**src/rtl/sub_serial_16bit_if.sv**
```systemverilog
// Start/busy/done handshake and operand/result bundle for sub_serial_16bit.
// The master drives operands and start; the slave returns result and flags.
interface sub_serial_16bit_if;
    logic [15:0] a;
    logic [15:0] b;
    logic        borrow_in;
    logic        inicio;
    logic        ocupado;
    logic        pronto;
    logic [15:0] resultado;
    logic        borrow_out;
    logic        zero;
    logic        overflow;

    modport master (
        output a, b, borrow_in, inicio,
        input  ocupado, pronto, resultado, borrow_out, zero, overflow
    );

    modport slave (
        input  a, b, borrow_in, inicio,
        output ocupado, pronto, resultado, borrow_out, zero, overflow
    );
endinterface

```
**src/rtl/sub_serial_16bit.sv**
```systemverilog
// Multi-cycle 16-bit subtractor, LARGURA_PASSO bits per cycle, registered borrow.
// Define SUB_SERIAL_FLAGS_EN to build the ZERO/OVERFLOW flag registers.
module sub_serial_16bit #(
    parameter int LARGURA_PASSO = 4
) (
    input logic               clk,
    input logic               rst_n,
    sub_serial_16bit_if.slave bus
);
    localparam int W  = LARGURA_PASSO;
    localparam int N  = 16 / W;
    localparam int CW = (N > 1) ? $clog2(N) : 1;

    localparam logic [1:0] OCIOSO  = 2'd0;
    localparam logic [1:0] CALCULA = 2'd1;
    localparam logic [1:0] FIM     = 2'd2;

    logic [1:0]    state_q;
    logic [CW-1:0] cnt_q;
    logic [15:0]   a_q;
    logic [15:0]   b_q;
    logic [15:0]   acc_q;
    logic          brw_q;
    logic [15:0]   res_q;
    logic          bo_q;

    logic [W:0]    diff;
    logic [15:0]   acc_nxt;
    logic          last;
    logic          accept;

    assign diff = {1'b0, a_q[W-1:0]} - {1'b0, b_q[W-1:0]}
                - {{W{1'b0}}, brw_q};

    // Slices enter at the top and drift down, so the LSB slice ends at bit 0.
    assign acc_nxt = (acc_q >> W) | (16'(diff[W-1:0]) << (16 - W));

    assign last   = (state_q == CALCULA) && (cnt_q == CW'(N - 1));
    assign accept = (state_q != CALCULA) && bus.inicio;

    always_ff @(posedge clk or negedge rst_n) begin
        if (!rst_n) begin
            state_q <= OCIOSO;
            cnt_q   <= '0;
            a_q     <= '0;
            b_q     <= '0;
            acc_q   <= '0;
            brw_q   <= 1'b0;
            res_q   <= '0;
            bo_q    <= 1'b0;
        end else begin
            unique case (state_q)
                CALCULA: begin
                    a_q     <= a_q >> W;
                    b_q     <= b_q >> W;
                    brw_q   <= diff[W];
                    acc_q   <= acc_nxt;
                    cnt_q   <= cnt_q + CW'(1);
                    state_q <= last ? FIM : CALCULA;
                end
                default: begin
                    if (accept) begin
                        a_q     <= bus.a;
                        b_q     <= bus.b;
                        brw_q   <= bus.borrow_in;
                        acc_q   <= '0;
                        cnt_q   <= '0;
                        state_q <= CALCULA;
                    end else begin
                        state_q <= OCIOSO;
                    end
                end
            endcase
            if (last) begin
                res_q <= acc_nxt;
                bo_q  <= diff[W];
            end
        end
    end

`ifdef SUB_SERIAL_FLAGS_EN
    logic sa_q;
    logic sb_q;
    logic zero_q;
    logic ovf_q;

    // Operand sign bits are kept aside because the working registers shift out.
    always_ff @(posedge clk or negedge rst_n) begin
        if (!rst_n) begin
            sa_q   <= 1'b0;
            sb_q   <= 1'b0;
            zero_q <= 1'b0;
            ovf_q  <= 1'b0;
        end else begin
            if (accept) begin
                sa_q <= bus.a[15];
                sb_q <= bus.b[15];
            end
            if (last) begin
                zero_q <= (acc_nxt == 16'h0000);
                ovf_q  <= (sa_q != sb_q) && (acc_nxt[15] != sa_q);
            end
        end
    end

    assign bus.zero     = zero_q;
    assign bus.overflow = ovf_q;
`else
    assign bus.zero     = 1'b0;
    assign bus.overflow = 1'b0;
`endif

    assign bus.ocupado    = (state_q == CALCULA);
    assign bus.pronto     = (state_q == FIM);
    assign bus.resultado  = res_q;
    assign bus.borrow_out = bo_q;
endmodule

```
**src/flat_wrapper.sv**
```systemverilog
// flat-port wrapper written by rule: the top's interface ports become plain ports
module sub_serial_16bit_flat 
#(
    parameter int LARGURA_PASSO = 4
)
  (clk, rst_n, bus_a, bus_b, bus_borrow_in, bus_inicio, bus_ocupado, bus_pronto, bus_resultado, bus_borrow_out, bus_zero, bus_overflow);
  sub_serial_16bit_if bus_i ();
  input logic clk;
  input logic rst_n;
  input wire logic [$bits(bus_i.a)-1:0] bus_a;
  input wire logic [$bits(bus_i.b)-1:0] bus_b;
  input wire logic [$bits(bus_i.borrow_in)-1:0] bus_borrow_in;
  input wire logic [$bits(bus_i.inicio)-1:0] bus_inicio;
  output wire logic [$bits(bus_i.ocupado)-1:0] bus_ocupado;
  output wire logic [$bits(bus_i.pronto)-1:0] bus_pronto;
  output wire logic [$bits(bus_i.resultado)-1:0] bus_resultado;
  output wire logic [$bits(bus_i.borrow_out)-1:0] bus_borrow_out;
  output wire logic [$bits(bus_i.zero)-1:0] bus_zero;
  output wire logic [$bits(bus_i.overflow)-1:0] bus_overflow;
  assign bus_i.a = bus_a;
  assign bus_i.b = bus_b;
  assign bus_i.borrow_in = bus_borrow_in;
  assign bus_i.inicio = bus_inicio;
  assign bus_ocupado = bus_i.ocupado;
  assign bus_pronto = bus_i.pronto;
  assign bus_resultado = bus_i.resultado;
  assign bus_borrow_out = bus_i.borrow_out;
  assign bus_zero = bus_i.zero;
  assign bus_overflow = bus_i.overflow;
  sub_serial_16bit #(.LARGURA_PASSO(LARGURA_PASSO)) u_core (.clk(clk), .rst_n(rst_n), .bus(bus_i));
endmodule
```
**config.mk**
```make
export PLATFORM = sky130hd
export DESIGN_NAME = sub_serial_16bit_flat
export DESIGN_NICKNAME = d
export VERILOG_FILES = /design/src/rtl/sub_serial_16bit_if.sv /design/src/rtl/sub_serial_16bit.sv /design/src/flat_wrapper.sv
export SDC_FILE = /design/constraint.sdc
export NUM_CORES = 1
export LEC_CHECK = 0
export BUFFER_PORTS_ARGS = -buffer_cell sky130_fd_sc_hd__buf_2
export CAP_MARGIN = 20
export CORE_ASPECT_RATIO = 1.25
export CORE_UTILIZATION = 50
export CTS_CLUSTER_DIAMETER = 200
export DETAILED_ROUTE_END_ITERATION = 8
export GPL_TIMING_DRIVEN = 0
export PLACE_DENSITY = 0.84
export SLEW_MARGIN = 10
export SYNTH_ARGS = -nofsm -noshare
export SYNTH_HDL_FRONTEND = slang
export SYNTH_SLANG_ARGS = --single-unit
```
**constraint.sdc**
```tcl
create_clock -name clk -period 1.9 [get_ports clk]
set_input_delay 0.19 -clock clk [delete_from_list [all_inputs] [get_ports clk]]
set_output_delay 0.19 -clock clk [all_outputs]
set_load 0.1 [all_outputs]
```
; ---- After elaboration in Yosys (flattened, before gate mapping)
; Index checks and enable logic that the tools add are counted.
[classes]
add_sub_neg = 3
n_eq_ne = 4
mux = 13
n_bitwise = 1
reduce_logical = 3
[op_table]
columns = operator, n
row1 = 16-bit two-way mux, 6
row2 = 12-bit by 16-bit bitwise OR with 16-bit output, 1
row3 = 2-bit two-way mux, 4
row4 = 4-bit by 4-bit subtractor with 5-bit output, 1
row5 = 5-bit by 1-bit subtractor with 5-bit output, 1
row6 = "2-bit == test, second input constant", 2
row7 = 1-bit two-way mux, 3
row8 = "2-bit by 1-bit adder with 2-bit output, second input constant", 1
row9 = "2-bit by 1-bit == test with 1-bit output, second input constant", 1
row10 = 1-bit logical AND, 2
row11 = "2-bit by 1-bit inequality test with 1-bit output, second input constant", 1
row12 = 2-bit nonzero test, 1
[totals]
reg_bits = 70
inputBits = 36
out_inout_bits = 21
wordCells = 32

; ---- Logic depth before layout (Yosys ltp)
; Gate-level depths: netlist of the first run.
[depth]
word_depth = 4
ltp_mapped = 7
mapped_depth_nobuf = 7

; ---- Least setup slack after synthesis of the first run
; No wires, ideal clock.
[synth_timing]
kind = reg-to-output
from = register u_core.state_q[0]
to = output port bus_pronto
arrival_ps = 1751
required_ps = 1710
path_slack_ps = -41
stages_incl_launch_ff = 2
n_path_buf = 0
path_cell_list = dfrtp_1 -> nor2b_1
[synth_via]
elab_chain_cells = 1
[synth_rtl]
columns = element, line
row1 = "start, declared", sub_serial_16bit.sv:18  ; logic [1:0] state_q;
row2 = "start signal, assigned", sub_serial_16bit.sv:59  ; state_q <= last ? FIM : CALCULA;
row3 = 2-bit == test, sub_serial_16bit.sv:114  ; assign bus.pronto = (state_q == FIM);
row4 = "end, declared", flat_wrapper.sv:15  ; output wire logic [$bits(bus_i.pronto)-1:0] bus_pronto;
; Every way passes these cells.

; ---- Worst setup path after layout of the first run
[layout_timing]
from = register u_core.b_q[0]
to = register u_core.bo_q, in the netlist u_core.bus.borrow_out
[layout_via]
elab_chain_cells = 2
[layout_rtl]
columns = element, line
row1 = "start, declared", sub_serial_16bit.sv:21  ; logic [15:0] b_q;
row2 = "start signal, assigned", sub_serial_16bit.sv:55  ; b_q <= b_q >> W;
row3 = "start signal, assigned", sub_serial_16bit.sv:64  ; b_q <= bus.b;
row4 = 4-bit by 4-bit subtractor with 5-bit output, sub_serial_16bit.sv:32  ; assign diff = {1'b0, a_q[W-1:0]} - {1'b0, b_q[W-1:0]}
row5 = 5-bit by 1-bit subtractor with 5-bit output, sub_serial_16bit.sv:33  ; - {{W{1'b0}}, brw_q};
row6 = "end signal, assigned", sub_serial_16bit.sv:76  ; bo_q <= diff[W];
row7 = "end, declared", sub_serial_16bit.sv:25  ; logic bo_q;
; Every way passes these cells.
; A chain may end at the register's enable or synchronous reset.

==> results of run 1 <==
## placed cells by master, fill, tap and decap left out, types with 10 or more instances in the layout
cell type and n:
o21ai_0 29, inv_1 10, nor2_1 12, clkbuf_8 11, nand2_1 48, mux2_2 11, buf_4 11, nand3b_1 12
buf_2 53, mux2i_1 32, dfrtp_1 66
## final cells by class
cell class                      count  area [µm²]
Fill cell                         478        2190
Clock inverter                      2        35.0
Multi-Input combinational cell    177        1250
Inverter                           12        47.5
Tap cell                           82         103
Buffer                             18         140
Timing Repair Buffer               54         284
Sequential cell                    66        1650
Clock buffer                       14         163
## cell families (layout without fill, tap and decap cells)
| group | after synthesis | count (layout) | synth area share (%) |
|---|---|---|---|
| compound gates | 39 | 39 | 7.35 |
| xor+xnor | 2 | 2 | 0.572 |
| fa+ha+maj | 9 | 9 | 4.16 |
| buf+inv | 30 | 100 | 6.12 |
| flops | 66 | 66 | 53.9 |
| mux | 45 | 45 | 15.5 |
| other cells | 1 | 2 | 0.122 |
| simple gates | 80 | 80 | 12.3 |
## worst register-to-register path: cells and delay by family (launching register included)
family                   cells  cell delay, ps
adder cells (fa/ha/maj)      2             810
AND/OR/NAND/NOR              1             170
buffers and inverters        1              70
AO/OA/AOI/OAI                2             280
flip-flops                   1             380
## worst max path at each step
stage / slack (ps) / endpoint / startpoint / depth (start not counted)
after floorplan: 100 / u_core.acc_q[15]$_DFFE_PN0P_ / u_core.brw_q$_DFFE_PN0P_ / 7
after detailed placement: -70 / u_core.bus.borrow_out$_DFFE_PN0P_ / u_core.b_q[0]$_DFFE_PN0P_ / 6
after global placement: 10 / u_core.brw_q$_DFFE_PN0P_ / u_core.brw_q$_DFFE_PN0P_ / 6
after global routing: 1 / u_core.brw_q$_DFFE_PN0P_ / u_core.b_q[0]$_DFFE_PN0P_ / 6
final: 60 / u_core.bus.borrow_out$_DFFE_PN0P_ / u_core.b_q[0]$_DFFE_PN0P_ / 6
after CTS: 50 / u_core.acc_q[15]$_DFFE_PN0P_ / u_core.b_q[0]$_DFFE_PN0P_ / 7
## routing by layer
| layer | GRT usage, % | part of all wire, % | vias to the layer above | wire [µm] |
|---|---|---|---|---|
| li1 | - | - | 1048 | - |
| met1 | 25.1 | 43 | 1034 | 2600 |
| met2 | 38.0 | 49 | 72 | 3010 |
| met3 | 5.30 | 5.3 | 12 | 323 |
| met4 | 11.9 | 2.8 | 0 | 169 |
| met5 | 0 | 0 | - | 0 |
## registers in the layout (all words and copies together), names as in the netlist
name and flops:
u_core.brw_q 1, u_core.bus.borrow_out 1, u_core.b_q 16, u_core.state_q 2
u_core.cnt_q 2, u_core.acc_q 12, u_core.a_q 16, u_core.bus.resultado 16
## timing repair
action                                  in CTS  in global routing
setup buffers                                0                  0
hold buffers                                 1                  0
pin swaps                                    0                  1
endpoints found under the hold margin       66                  0
resized for setup                            5                  3
endpoints found under the setup margin       5                  5
## stage by stage
step | util [%] | instance area [µm²] | hold slack [ps] | instances
after floorplan | - | 3070 | -106 | 273
after global placement | 58.7 | 3440 | 432 | 408
after detailed placement | 58.8 | 3440 | 337 | 408
after CTS | 62.6 | 3660 | 80.7 | 425
after global routing | 62.7 | 3670 | 96.6 | 425
final | 62.7 | 3670 | 92.5 | 425
==> results.tsv, run 1 <==
stage	metric	value	unit
status	outcome	completed	
logic_synthesis	Synth top cells by count	dfrtp_1, nand2_1, mux2i_1, o21ai_0	
global_route	global-route wire length before repair	10400	µm
placed_design	DP HPWL	4300	µm
global_route	vias in the first global route	2270	
timing	Slew HR	46.3	%
routing	Detailed Routing Iterations Pass 1	4	
logic_synthesis	synthesized flop and latch total	66	
flow_run	max_cap viols	0	
worst_setup_path	kind of critical path	reg -> reg	
timing	final setup vio count	0	
logic_synthesis	area leader, netlist	dfrtp_1	
logic_synthesis	most frequent cell after synthesis	dfrtp_1	
worst_setup_path	crit path launch type	flop	
clock_tree	Sink Count	66	
timing	final setup margin	64.7	ps
worst_setup_path	critical path's slowest cell	fa_1	
worst_setup_path	reg2reg end	u_core.bus.borrow_out$_DFFE_PN0P_	
logic_synthesis	top_reg_cell synth	dfrtp_1	
floorplan	DIE AREA	0.00645	mm²
clock_tree	Clock Tree Root	clkbuf_8	
floorplan	Die H	89.5	µm
clock_tree	Clock transition at path regs	70	ps
routing	Antenna Nets Post-Route	0	
min_path	hold crit path type	in -> reg	
routing	vias per cell	5.10	
min_path	worst hold endpoint	u_core.a_q[12]$_DFFE_PN0P_	
clock_tree	total CTS buffers	9	
routing	WL/cell	14.3	µm
worst_setup_path	worst-path fanout max	2	
global_route	gr usage total	21.9	%
global_route	initial antenna violation count	0	
logic_synthesis	Synth cell types	30	
floorplan	Rows	31	
worst_setup_path	Crit Reg-Reg Startpoint	u_core.b_q[0]$_DFFE_PN0P_	
clock_tree	worst-case clock buffer depth	2	
worst_setup_path	CP Cell Sequence	inv_1 -> fa_1 -> fa_2 -> nor2b_2 -> a2bb2oi_2 -> a31oi_1	
timing	RSZ-0062 raised after global routing	false	
timing	clk_skew	5.36	ps
worst_setup_path	WP data required	2120	ps
logic_synthesis	top post-synthesis cells by area	dfrtp_1, mux2i_1, nand2_1	
placed_design	PortBufs	53	
worst_setup_path	CP arrival	2050	ps
routing	via count	2166	
routing	Routed WL	6100	µm
finish	NumNets Final	383	
min_path	hold path start	bus_a[12]	
logic_synthesis	Synth Instances	272	
placed_design	pre-CTS setup slack	-72.8	ps
timing	Final Hold Viols	0	
routing	number of DRC markers in iteration 0	99	
floorplan	Starting Density	52.3	%
timing	Final Critical Period	1840	ps
routing	DRC violations left	0	
worst_setup_path	Crit path largest cell delay	430	ps
placed_design	placer congestion estimate	0.793	
finish	layout cells sized above 1	30.9	%
floorplan	io pins	57	
floorplan	DIE WIDTH	72.0	µm
global_route	total congestion overflow	0	
finish	Area Growth Syn to Fin	19.8	%
timing	Fmax	545	MHz
worst_setup_path	crit path capture type	flop	
clock_tree	number of H-tree levels	3	
logic_synthesis	post-synthesis cell area	0.00307	mm²
timing	Worst Tran Pin Value	806	ps
finish	antenna cells	0	
logic_synthesis	Synth Area per Inst	11.3	µm²
logic_synthesis	Seq/Total Area, Yosys	53.9	%
min_path	worst hold stages	3	
worst_setup_path	reg2reg path depth	6	
timing	Final Max Tran Viols	0	
logic_synthesis	Post-synth EDFFs	0	
clock_tree	Clock Latency Late Sink	340	ps
worst_setup_path	CP top delay family	adder cells	
worst_setup_path	CP Buf/Inv Count	1	
logic_synthesis	Post-synth ARST share	100	%
global_route	largest net degree at the start of global routing	67	
timing	fin crit share	96.6	%
clock_tree	CTS tree	built	
worst_setup_path	R2R Setup Slk	60	ps
timing	Total Neg Setup Slack	0	ps
logic_synthesis	Synth top area share	53.9	%
floorplan	core region area	0.00586	mm²
logic_synthesis	Yosys warnings	0	
Power of run 1 is not shown: default switching activity piles up to over one toggle a cycle in this logic, so the estimate is an artifact.
==> run 2, diff against run 1 <==
Settings changed: BUFFER_PORTS_ARGS -buffer_cell sky130_fd_sc_hd__buf_2 to -buffer_cell sky130_fd_sc_hd__clkbuf_2.
==> run 2 against run 1 <==
Critical path type unchanged; sequential share of layout area increased by 0.17 points; design area decreased by 0.37%; largest cell class unchanged; die area unchanged; count of clock-buffer cells in the layout decreased by 1.
==> results.tsv, run 2 (synthesized netlist as in run 1, its figures left out) <==
stage	metric	value	unit	change
status	outcome	completed		
clock_tree	postcts setup bufs	0		unchanged
timing	final setup vio count	0		unchanged
placed_design	PortBufs	53		unchanged
clock_tree	Clock Latency Late Sink	340	ps	about the same
routing	via count	2183		+0.78%
routing	WL/cell	14.4	µm	+0.34%
timing	Fmax	549	MHz	+0.82%
finish	commonest cells after routing, fill and taps aside	dfrtp_1, clkbuf_2, nand2_1		
floorplan	Die H	89.5	µm	unchanged
worst_setup_path	CP Cell Sequence	inv_1 -> fa_1 -> fa_2 -> nor2b_2 -> a2bb2oi_2 -> a31oi_1		
worst_setup_path	worst-path fanout max	2		unchanged
timing	Final Hold Viols	0		unchanged
global_route	total congestion overflow	0		unchanged
global_route	gr usage total	21.8	%	-0.081 points
min_path	worst hold endpoint	u_core.b_q[12]$_DFFE_PN0P_		
global_route	global-route wire length before repair	10400	µm	-0.66%
clock_tree	number of H-tree levels	3		unchanged
finish	NumNets Final	384		+0.26%
timing	worst hold slack	91.7	ps	-0.760 ps
clock_tree	Sink Count	66		unchanged
worst_setup_path	critical path's slowest cell	fa_1		
floorplan	DIE WIDTH	72.0	µm	unchanged
global_route	largest net degree at the start of global routing	41		-39%
routing	DRC violations left	0		unchanged
timing	RSZ-0062 raised after global routing	false		
timing	Final Max Tran Viols	0		unchanged
worst_setup_path	crit path launch type	flop		
finish	Non-Filler Instances	426		+0.24%
min_path	hold path start	bus_b[12]		
finish	post-route cell area	0.00366	mm²	-0.37%
worst_setup_path	CP top delay family	adder cells		
routing	Antenna Nets Post-Route	0		unchanged
placed_design	placer congestion estimate	0.794		+0.19%
worst_setup_path	Stages on worst setup path	6		unchanged
clock_tree	Clock transition at path regs	70	ps	about the same
clock_tree	CTS tree	built		
worst_setup_path	Crit path largest cell delay	460	ps	+30 ps
timing	Final Critical Period	1820	ps	-14.9 ps
finish	Area Growth Syn to Fin	19.3	%	
worst_setup_path	R2R Setup Slk	80	ps	about the same
floorplan	Starting Density	52.3	%	unchanged
timing	fin crit share	95.8	%	-0.79 points
worst_setup_path	WP data required	2120	ps	about the same
worst_setup_path	kind of critical path	reg -> reg		
timing	clk_skew	8.30	ps	+2.94 ps
finish	antenna cells	0		unchanged
floorplan	io pins	57		unchanged
clock_tree	total CTS buffers	9		unchanged
flow_run	max_cap viols	0		unchanged
worst_setup_path	CP Buf/Inv Count	1		unchanged
placed_design	pre-CTS setup slack	-60.5	ps	+12.3 ps
worst_setup_path	reg2reg end	u_core.bus.borrow_out$_DFFE_PN0P_		
global_route	vias in the first global route	2286		+0.70%
worst_setup_path	CP arrival	2040	ps	about the same
global_route	initial antenna violation count	0		unchanged
min_path	hold crit path type	in -> reg		
min_path	worst hold stages	3		unchanged
routing	Detailed Routing Iterations Pass 1	4		unchanged
worst_setup_path	crit path capture type	flop		
timing	Slew HR	63.8	%	+18 points
floorplan	core region area	0.00586	mm²	unchanged
timing	final setup margin	79.6	ps	+14.9 ps
floorplan	Rows	31		unchanged
worst_setup_path	reg2reg path depth	6		unchanged
routing	vias per cell	5.12		+0.55%
finish	layout cells sized above 1	31.1	%	+0.20 points
placed_design	DP HPWL	4470	µm	+3.9%
timing	Worst Tran Pin Value	545	ps	-261 ps
worst_setup_path	Crit Reg-Reg Startpoint	u_core.brw_q$_DFFE_PN0P_		
clock_tree	Clock Tree Root	clkbuf_8		
placed_design	Inst Count DP	409		+0.25%
finish	commonest non-fill, non-tap cell in the layout	dfrtp_1		
floorplan	DIE AREA	0.00645	mm²	unchanged
clock_tree	worst-case clock buffer depth	2		unchanged
routing	Routed WL	6130	µm	+0.57%
routing	number of DRC markers in iteration 0	67		-32%
placed_design	cell area after placement	0.00346	mm²	+0.58%
[run 2: cell types whose count changed in the layout (fill, tap and decap cells not counted)]
cell	change
buf_12	+1
o21ai_0	+1
clkbuf_2	+51
bufinv_16	-1
clkbuf_8	-1
clkinv_2	+2
o21ai_1	-1
buf_4	-1
clkbuf_4	+1
buf_2	-51
[run 2: worst max path at each step]
stage	startpoint	endpoint	slack [ps]
after floorplan	u_core.brw_q$_DFFE_PN0P_	u_core.acc_q[15]$_DFFE_PN0P_	100
final	u_core.brw_q$_DFFE_PN0P_	u_core.bus.borrow_out$_DFFE_PN0P_	80
after CTS	u_core.brw_q$_DFFE_PN0P_	u_core.brw_q$_DFFE_PN0P_	4
after global placement	u_core.brw_q$_DFFE_PN0P_	u_core.brw_q$_DFFE_PN0P_	9
after global routing	u_core.brw_q$_DFFE_PN0P_	u_core.brw_q$_DFFE_PN0P_	2
after detailed placement	u_core.brw_q$_DFFE_PN0P_	u_core.acc_q[15]$_DFFE_PN0P_	-60
[run 2: tightest hold or removal path, cell delays in order]
cell and delay [ps]:
clkbuf_2 70, mux2i_1 50, nor2_1 80
[run 2: per-layer routing]
metal / share of wire (%) / up-vias / track usage [%]
li1: - / 1047 / -
met1: 42 / 1046 / 25.8
met2: 49 / 72 / 35.7
met3: 4.9 / 18 / 5.19
met4: 4.1 / 0 / 14.6
met5: 0 / - / 0
[run 2: per-stage QoR]
step | TNS [ps] | utilization, %
finish | 0 | 62.4
global route | 0 | 62.4
CTS | 0 | 62.2
detailed placement | -107 | 59.1
global placement | 0 | 58.7
floorplan | 0 | -
[run 2: layout make-up]
class	instances	area, µm²
Timing Repair Buffer	55	304
Sequential cell	66	1650
Inverter	12	47.5
Fill cell	477	2200
Multi-Input combinational cell	177	1250
Buffer	18	140
Clock buffer	13	149
Clock inverter	3	15.0
Tap cell	82	103
[run 2: what timing repair did]
action,in CTS,in global routing
hold buffers,1,0
resized for setup,3,5
gates cloned,0,0
pin swaps,0,0
endpoints found under the setup margin,5,4
hold endpoints to repair,26,0
Power of run 2 is left out for the same reason.
